===== src/rtl/mips_pkg.sv =====
// mips_pkg: shared state encoding, vector defaults and next-PC source select for the fetch sequencer.
// Revision 1.0
`default_nettype none

package mips_pkg;

    localparam logic [31:0] RESET_VECTOR_DEF = 32'h0000_0000;
    localparam logic [31:0] EXC_VECTOR_DEF   = 32'h0000_0080;

    localparam logic [1:0] ST_IDLE  = 2'd0;
    localparam logic [1:0] ST_FETCH = 2'd1;
    localparam logic [1:0] ST_EXEC  = 2'd2;
    localparam logic [1:0] ST_HALT  = 2'd3;

    typedef enum logic [2:0] {
        SEL_SEQ    = 3'd0,
        SEL_BRANCH = 3'd1,
        SEL_JUMP   = 3'd2,
        SEL_JR     = 3'd3,
        SEL_ERET   = 3'd4,
        SEL_HALT   = 3'd5,
        SEL_EXC    = 3'd6
    } npc_sel_e;

    function automatic logic misaligned(input logic [31:0] addr);
        return addr[1:0] != 2'b00;
    endfunction

endpackage

`default_nettype wire


===== src/rtl/next_pc_mux.sv =====
// next_pc_mux: fixed-priority next-PC source select with word-alignment check on redirect targets.
// Revision 1.0
`default_nettype none

module next_pc_mux
    import mips_pkg::*;
(
    input  logic        exc,
    input  logic        halt_instr,
    input  logic        eret,
    input  logic        jr,
    input  logic        jump,
    input  logic        branch_taken,
    input  logic [31:0] pc_in,
    input  logic [31:0] epc,
    input  logic [31:0] jr_target,
    input  logic [31:0] jump_target,
    input  logic [31:0] branch_target,
    output npc_sel_e    sel,
    output logic [31:0] target,
    output logic        addr_err
);

    always_comb begin
        sel      = SEL_SEQ;
        target   = pc_in + 32'd4;
        addr_err = 1'b0;
        if (exc) begin
            sel    = SEL_EXC;
            target = pc_in;
        end else if (halt_instr) begin
            sel    = SEL_HALT;
            target = pc_in;
        end else if (eret) begin
            sel      = SEL_ERET;
            target   = epc;
            addr_err = misaligned(epc);
        end else if (jr) begin
            sel      = SEL_JR;
            target   = jr_target;
            addr_err = misaligned(jr_target);
        end else if (jump) begin
            sel      = SEL_JUMP;
            target   = jump_target;
            addr_err = misaligned(jump_target);
        end else if (branch_taken) begin
            sel      = SEL_BRANCH;
            target   = branch_target;
            addr_err = misaligned(branch_target);
        end
    end

endmodule

`default_nettype wire


===== src/rtl/pc_fetch_sequencer.sv =====
// pc_fetch_sequencer: fetch/execute FSM driving PC.next_pc, with fetch timeout, exception entry/return and halt.
// Revision 1.0
`default_nettype none

module pc_fetch_sequencer
    import mips_pkg::*;
#(
    parameter logic [31:0] RESET_VECTOR  = RESET_VECTOR_DEF,
    parameter logic [31:0] EXC_VECTOR    = EXC_VECTOR_DEF,
    parameter int          FETCH_TIMEOUT = 16,
    parameter int          TO_W          = 5
) (
    input  logic        clk,
    input  logic        reset,
    input  logic [31:0] pc_in,
    input  logic        imem_ready,
    input  logic        stall,
    input  logic        branch_taken,
    input  logic [31:0] branch_target,
    input  logic        jump,
    input  logic [31:0] jump_target,
    input  logic        jr,
    input  logic [31:0] jr_target,
    input  logic        exc,
    input  logic        eret,
    input  logic        halt_instr,
    output logic [31:0] next_pc,
    output logic        imem_req,
    output logic        instr_valid,
    output logic        commit,
    output logic [31:0] epc,
    output logic        in_handler,
    output logic        halted
);

    localparam logic [TO_W-1:0] TO_LAST = TO_W'(FETCH_TIMEOUT - 1);

    logic [1:0]      state, state_nxt;
    logic [TO_W-1:0] to_cnt, to_cnt_nxt;
    logic [31:0]     epc_nxt;
    logic            in_handler_nxt;
    logic [31:0]     npc;
    logic            req, ivalid, cmt, take_exc;

    npc_sel_e        sel;
    logic [31:0]     mux_target;
    logic            addr_err;

    next_pc_mux u_next_pc_mux (
        .exc           (exc),
        .halt_instr    (halt_instr),
        .eret          (eret),
        .jr            (jr),
        .jump          (jump),
        .branch_taken  (branch_taken),
        .pc_in         (pc_in),
        .epc           (epc),
        .jr_target     (jr_target),
        .jump_target   (jump_target),
        .branch_target (branch_target),
        .sel           (sel),
        .target        (mux_target),
        .addr_err      (addr_err)
    );

    always_comb begin
        state_nxt      = state;
        to_cnt_nxt     = to_cnt;
        epc_nxt        = epc;
        in_handler_nxt = in_handler;
        npc            = pc_in;
        req            = 1'b0;
        ivalid         = 1'b0;
        cmt            = 1'b0;
        take_exc       = 1'b0;
        case (state)
            ST_IDLE: state_nxt = ST_FETCH;
            ST_FETCH: begin
                req = 1'b1;
                if (imem_ready) begin
                    state_nxt  = ST_EXEC;
                    to_cnt_nxt = '0;
                end else if (to_cnt == TO_LAST) begin
                    take_exc   = 1'b1;
                    to_cnt_nxt = '0;
                end else begin
                    to_cnt_nxt = to_cnt + TO_W'(1);
                end
            end
            ST_EXEC: begin
                ivalid = 1'b1;
                cmt    = ~stall;
                // A stalled instruction is re-evaluated in full once the stall drops.
                if (!stall) begin
                    state_nxt = ST_FETCH;
                    if (sel == SEL_EXC || addr_err || (sel == SEL_ERET && !in_handler)) begin
                        take_exc = 1'b1;
                    end else if (sel == SEL_HALT) begin
                        state_nxt = ST_HALT;
                    end else begin
                        npc = mux_target;
                        if (sel == SEL_ERET) in_handler_nxt = 1'b0;
                    end
                end
            end
            default: ;
        endcase
        if (take_exc) begin
            if (in_handler) begin
                state_nxt = ST_HALT;
                npc       = pc_in;
            end else begin
                epc_nxt        = pc_in;
                in_handler_nxt = 1'b1;
                npc            = EXC_VECTOR;
            end
        end
    end

    always_ff @(posedge clk) begin
        if (reset) begin
            state      <= ST_IDLE;
            to_cnt     <= '0;
            epc        <= '0;
            in_handler <= 1'b0;
        end else begin
            state      <= state_nxt;
            to_cnt     <= to_cnt_nxt;
            epc        <= epc_nxt;
            in_handler <= in_handler_nxt;
        end
    end

    assign next_pc     = reset ? RESET_VECTOR : npc;
    assign imem_req    = ~reset & req;
    assign instr_valid = ~reset & ivalid;
    assign commit      = ~reset & cmt;
    assign halted      = (state == ST_HALT);

endmodule

`default_nettype wire


===== config.mk =====
export PLATFORM = sky130hd
export DESIGN_NAME = pc_fetch_sequencer
export DESIGN_NICKNAME = d
export VERILOG_FILES = /design/src/rtl/mips_pkg.sv /design/src/rtl/next_pc_mux.sv /design/src/rtl/pc_fetch_sequencer.sv
export SDC_FILE = /design/constraint.sdc
export NUM_CORES = 1
export LEC_CHECK = 0
export ABC_CLOCK_PERIOD_IN_PS = 4200
export CAP_MARGIN = 40
export CELL_PAD_IN_SITES_DETAIL_PLACEMENT = 1
export CELL_PAD_IN_SITES_GLOBAL_PLACEMENT = 1
export CORE_ASPECT_RATIO = 1.5
export CORE_UTILIZATION = 27
export CTS_CLUSTER_DIAMETER = 50
export DETAILED_ROUTE_END_ITERATION = 8
export GPL_ROUTABILITY_DRIVEN = 1
export PLACE_DENSITY = 0.94
export SETUP_SLACK_MARGIN = 0.1
export SYNTH_ARGS = -nofsm -noshare
export SYNTH_HDL_FRONTEND = slang
export SYNTH_SLANG_ARGS = --single-unit

===== constraint.sdc =====
create_clock -name clk -period 4.2 [get_ports clk]
set_clock_uncertainty 0.2 [all_clocks]
set_input_delay 0.84 -clock clk [delete_from_list [all_inputs] [get_ports clk]]
set_output_delay 0.84 -clock clk [all_outputs]
set_load 0.02 [all_outputs]

==> results.ini, run 1 <==
[status]
run_status=finished, violations left
violations=setup timing

[placed_design]
place_area_um2=7090
placed_cells=1056
post-dp-hpwl_um=18800
port_buffers=206
gp_congestion=0.889

[power]
power_uw=1380
power_leakage_uw=0.00304
peakVddDrop_mv=0.133
power.density_nw_per_um2=184

[run]
drv_cap=0

[clocking]
htreeDepth=2
clock-sinks=40
cts_tree=built
postCtsHoldBufs=0
cts-root-buf=clkbuf_16
numCtsBuffers=5
clock_path_buffers=2
clk_pin_slew_ns=0.07
insertion_delay_ns=0.29

[timing]
hold_viol=0
drv_slew=0
whs_ns=0.283
rsz0062_at_grt=yes
period_share_pct=100
worst_slew_pin_slew_ns=0.496
max_freq_mhz=238
fin_crit_ns=4.20
max_slew_margin_pct=66.9
setup_viol=1
worst_slack_ns=-0.00272
fin_setup_tns_ns=-0.00272

[yosys]
synth_cells=575
yosysSeqAreaShare_pct=20.3
yosys-top-cells-count=nand2_1 (102), a21oi_1 (73), dfxtp_1 (40), clkbuf_1 (31), nor2_1 (27)
yosysMostFrequentCell=nand2_1
synth_top_cell_area_share_pct=20.3
synth.net_count=719
syn_area_um2=3950
synthTopCellsByArea=dfxtp_1 (20%), nand2_1 (9.7%), a21oi_1 (9.2%), mux2i_1 (3.3%), clkbuf_1 (2.9%)
synth_top_area_cell=dfxtp_1
synth_seq_cells=40
synth_edf_count=0
ys.flop_type=dfxtp_1
synth.distinct_cells=66
ys_warn_count=0
syn_avg_cell_area_um2=6.87
async_flop_share_pct=0

[global_routing]
grt_max_degree=34
grt.overflow.total=0
grt_pass1_wl_um=38100
antenna_found_initial=0
grt_pass1_vias=6770
track_usage_pct=33.6

[routing]
drt_iter0_drc=517
ant_nets=0
viasPerCell=5.99
wire_per_inst_um=24.8
wl_um=26700
drcViolationCount=0
vias=6447
firstDrtPassIters=5

[finish]
final_area_um2=7510
seq_area_um2=801
instances_no_fill=1076
multiInputGateArea_um2=3140
final.fill_count=1720
finalNetCount=1026
drive_gt1_share_pct=25.6
areaGrowthSynthToFinish_pct=90.2

[die]
initial_core_util_pct=28.0
die-height_um=150
fp.dieW_um=101
dieArea_um2=15100
core_um2=14100
row_count=53
io_pins=207

[critical_path]
worstPathArrival_ns=3.16
worstReg2RegEnd=epc[22]
worst-path-max-fanout=2
crit_required_ns=3.16
critPathCapture=next_pc[23]
startpoint_type=input port
r2r_start=state[1]
reg2reg_slack_ns=1.31
startpoint=pc_in[16]
path_class=in2out
critPathCaptureType=primary output
worst-r2r-cell-count=10

[worst_hold_path]
hp-class=reg2reg

==> routing by layer <==
metal  part of all wire [%]  vias up  track usage, %
met4                    7.9        0            22.3
met2                     50      427            60.3
li1                       -     2768               -
met1                     34     3089            35.0
met3                    8.6      163            6.96
met5                      0        -               0
==> per-stage QoR <==
stage	util [%]	setup WS, ns
floorplan	-	0.219
global placement	50.2	-0.577
detailed placement	50.2	-0.656
CTS	52.5	0.0748
global route	53.2	0.00828
finish	53.2	-0.00272
==> power by group <==
group          switching (uW)  internal [uW]
Clock                     177            235
Combinational             295            280
Sequential               6.80            386
==> worst min path at each step <==
stage          depth (start not counted)        end      start  slack (ns)
5_1_grt                                2    epc[18]    epc[18]        0.30
2_1_floorplan                          1  to_cnt[3]  to_cnt[3]        0.25
4_1_cts                                2    epc[20]    epc[20]        0.28
6_report                               2    epc[18]    epc[18]        0.28
3_3_place_gp                           2     epc[2]     epc[2]        0.26
3_5_place_dp                           2    epc[20]    epc[20]        0.27
==> final cells by class <==
| type | count | area share (%) |
|---|---|---|
| Inverter | 14 | 0.700 |
| Antenna cell | 1 | 0.0333 |
| Multi-Input combinational cell | 471 | 41.8 |
| Tap cell | 192 | 3.20 |
| Clock buffer | 6 | 1.85 |
| Timing Repair Buffer | 350 | 41.7 |
| Sequential cell | 40 | 10.7 |
| Clock inverter | 2 | 0.133 |
==> flip-flops by register name (all words and copies together) (netlist names) <==
name and cells:
to_cnt 5, state 2, epc 32, in_handler 1
==> worst max-delay path, stage by stage <==
cell             delay [ns]
clkdlybuf4s50_1        0.47
and3_1                 0.24
nand2_1                0.12
nor3_2                 0.22
xnor2_1                0.11
or4_4                  0.52
a311oi_4               0.45
buf_6                  0.19
==> cell families (layout without fill, tap and decap cells) <==
| group | after synthesis | count (layout) | share of synthesized area, % |
|---|---|---|---|
| AOI/OAI and AO/OA | 204 | 204 | 35.1 |
| xor gates and xnor gates | 21 | 21 | 4.66 |
| adders and majority gates | 6 | 6 | 1.90 |
| buffers and inverters | 64 | 372 | 6.40 |
| DFF | 40 | 40 | 20.3 |
| muxes | 14 | 14 | 3.58 |
| other | 0 | 1 | 0 |
| and+or+nand+nor | 226 | 226 | 28.1 |
==> cell usage in the layout (no fill, tap or decap), drive strengths merged, types with 5 or more instances in the layout <==
master,netlist,routed
dlygate4sd2,0,19
ha,6,6
a211oi,7,7
xor2,9,9
o21ai,24,24
a22oi,6,6
and3,8,8
xnor2,12,12
clkdlybuf4s15,0,5
nand4,11,11
o211ai,14,14
a221oi,6,6
nand3,22,22
a32o,9,9
o21a,5,5
a221o,6,6
nor3,20,20
a21oi,74,74
clkdlybuf4s50,0,145
nand2b,8,8
dlymetal6s2s,0,10
o22ai,6,6
mux2i,13,13
buf,19,165
dfxtp,40,40
clkbuf,31,12
nor2,27,27
nor4,9,9
nand2,102,102
o22a,7,7
o221ai,7,7
inv,14,14
o2bb2ai,6,6
==> timing repair <==
item | in CTS | in global routing
gates resized for setup | 149 | 58
buffers inserted | 7 | 4
hold endpoints to repair | 0 | 0
endpoints found under the setup margin | 32 | 31
pin swaps | 20 | 13
Power figures use the tool's default switching activity.
==> inputs of run 2 (changes only) <==
- CAP_MARGIN: 40 -> unset
- GPL_TIMING_DRIVEN: unset -> 0
==> run 2 against run 1 <==
Effect of this change:
- the run now ends clean
- die area stayed put
- utilization is 6.2 points lower
- wire length is 6.7% lower
- cell count is 7.6% lower
- cell area is 12% lower
- hold slack worse by 0.0016 ns
- sequential power hardly changed
- register-to-register slack worse by 0.05 ns
- power is 4.9% lower
- clock power hardly changed
- via count is 5.8% lower
- global-route usage is 1.7 points lower
==> results.ini, run 2 (same netlist as run 1, synthesis figures left out) <==
[timing]
period_share_pct=98.5
hold_viol=0
max_slew_margin_pct=42.2
max_freq_mhz=242
drv_slew=0
worst_slew_pin_slew_ns=0.867
rsz0062_at_grt=yes
worst_slack_ns=0.0617
setup_viol=0
fin_crit_ns=4.14
fin_setup_tns_ns=0

[worst_hold_path]
hp-class=reg2reg
worstHoldStart=epc[8]

[power]
power_leakage_uw=0.00246
power.density_nw_per_um2=198
power_uw=1310
peakVddDrop_mv=0.139

[die]
initial_core_util_pct=28.0
die-height_um=150
dieArea_um2=15100
fp.dieW_um=101
io_pins=207
core_um2=14100
row_count=53

[critical_path]
worstReg2RegEnd=epc[3]
crit_required_ns=3.16
r2r_start=state[1]
worstPathArrival_ns=3.10
critPathCapture=next_pc[23]
startpoint=pc_in[6]
startpoint_type=input port
reg2reg_slack_ns=1.26
worst-path-max-fanout=7
critPathCaptureType=primary output
worst-r2r-cell-count=11
path_class=in2out

[finish]
largest_register_ffs=32
areaGrowthSynthToFinish_pct=67.9
reg.largest.list=epc: 32 flops, to_cnt: 5 flops, state: 2 flops
final_area_um2=6630
instances_no_fill=994
diodes=0
final_cell_mix=clkdlybuf4s50_1 (137), nand2_1 (100), a21oi_1 (71), dfxtp_1 (40)
layout_commonest_cell=clkdlybuf4s50_1
finalNetCount=945
drive_gt1_share_pct=16.5
regMostFlops=epc
final.fill_count=1750

[clocking]
clock_path_buffers=2
cts_tree=built
clk_pin_slew_ns=0.07
postCtsHoldBufs=0
insertion_delay_ns=0.30
cts-root-buf=clkbuf_16
clock-sinks=40
numCtsBuffers=5
htreeDepth=2

[global_routing]
grt_pass1_vias=6389
grt_max_degree=12
antenna_found_initial=0
track_usage_pct=31.9
grt_pass1_wl_um=35900
grt.overflow.total=0

[placed_design]
placed_cells=964
post-dp-hpwl_um=17900
port_buffers=197
gp_congestion=0.942
dp_slack_ns=-1.13
place_area_um2=6160

[routing]
wire_per_inst_um=25.1
wl_um=24900
viasPerCell=6.11
ant_nets=0
vias=6071
drt_iter0_drc=568
drcViolationCount=0
firstDrtPassIters=5

[run]
drv_cap=0

[status]
run_status=finished, final reports clean

[run 2: cell count changes in the layout (fill, tap and decap cells not counted), sizes merged, moves of 2 or more]
cell,previous run,this run
clkinv,2,0
dlymetal6s2s,10,5
clkdlybuf4s15,5,10
clkbuf,12,50
dlygate4sd2,19,13
clkdlybuf4s50,145,137
buf,165,62
[run 2: where the power goes]
group          internal (uW)  switching, uW  total, uW
clock                    238            177        415
combinational            224            281        505
sequential               386           7.07        393
[run 2: area by class of cell]
type	count	area [um2]	area share (%)
inverter	14	52.6	0.792
multi-input combinational	471	3080	46.5
clock buffer	8	146	2.21
buffer	50	287	4.32
timing repair buffer	219	2020	30.5
tap	192	240	3.62
sequential	40	801	12.1
[run 2: what timing repair did]
item / 4_1_cts / 5_1_grt
endpoints found under the setup margin: 32 / 33
gates cloned: 0 / 1
pin swaps: 16 / 16
buffers inserted: 13 / 8
resized for setup: 201 / 73
[run 2: worst max-delay path, cell delays in order]
cell	delay (ns)
clkdlybuf4s15_1	0.39
and3_1	0.27
nand2_1	0.17
nor3_2	0.21
xnor2_1	0.10
or4_4	0.49
a311oi_2	0.28
clkdlybuf4s15_2	0.34
[run 2: routing by layer]
layer | wire, um | part of all wire (%) | GRT usage, % | up-vias
li1 | - | - | - | 2600
met1 | 8630 | 35 | 33.0 | 2905
met2 | 12300 | 49 | 55.7 | 431
met3 | 2110 | 8.5 | 8.17 | 135
met4 | 1870 | 7.5 | 22.8 | 0
met5 | 0 | 0 | 0 | -
[run 2: through the flow]
step	hold WS, ns	util, %
after floorplan	0.254	-
after global placement	0.252	43.6
after detailed placement	0.260	43.6
after CTS	0.271	46.6
after global routing	0.305	46.9
final	0.281	46.9
[run 2: worst min-delay path by stage]
stage	cells past startpoint	endpoint	slack (ns)
final	2	epc[8]	0.28
after global routing	2	epc[15]	0.30
after CTS	2	epc[2]	0.27
after detailed placement	2	epc[2]	0.26
after global placement	2	epc[2]	0.25
after floorplan	1	to_cnt[3]	0.25
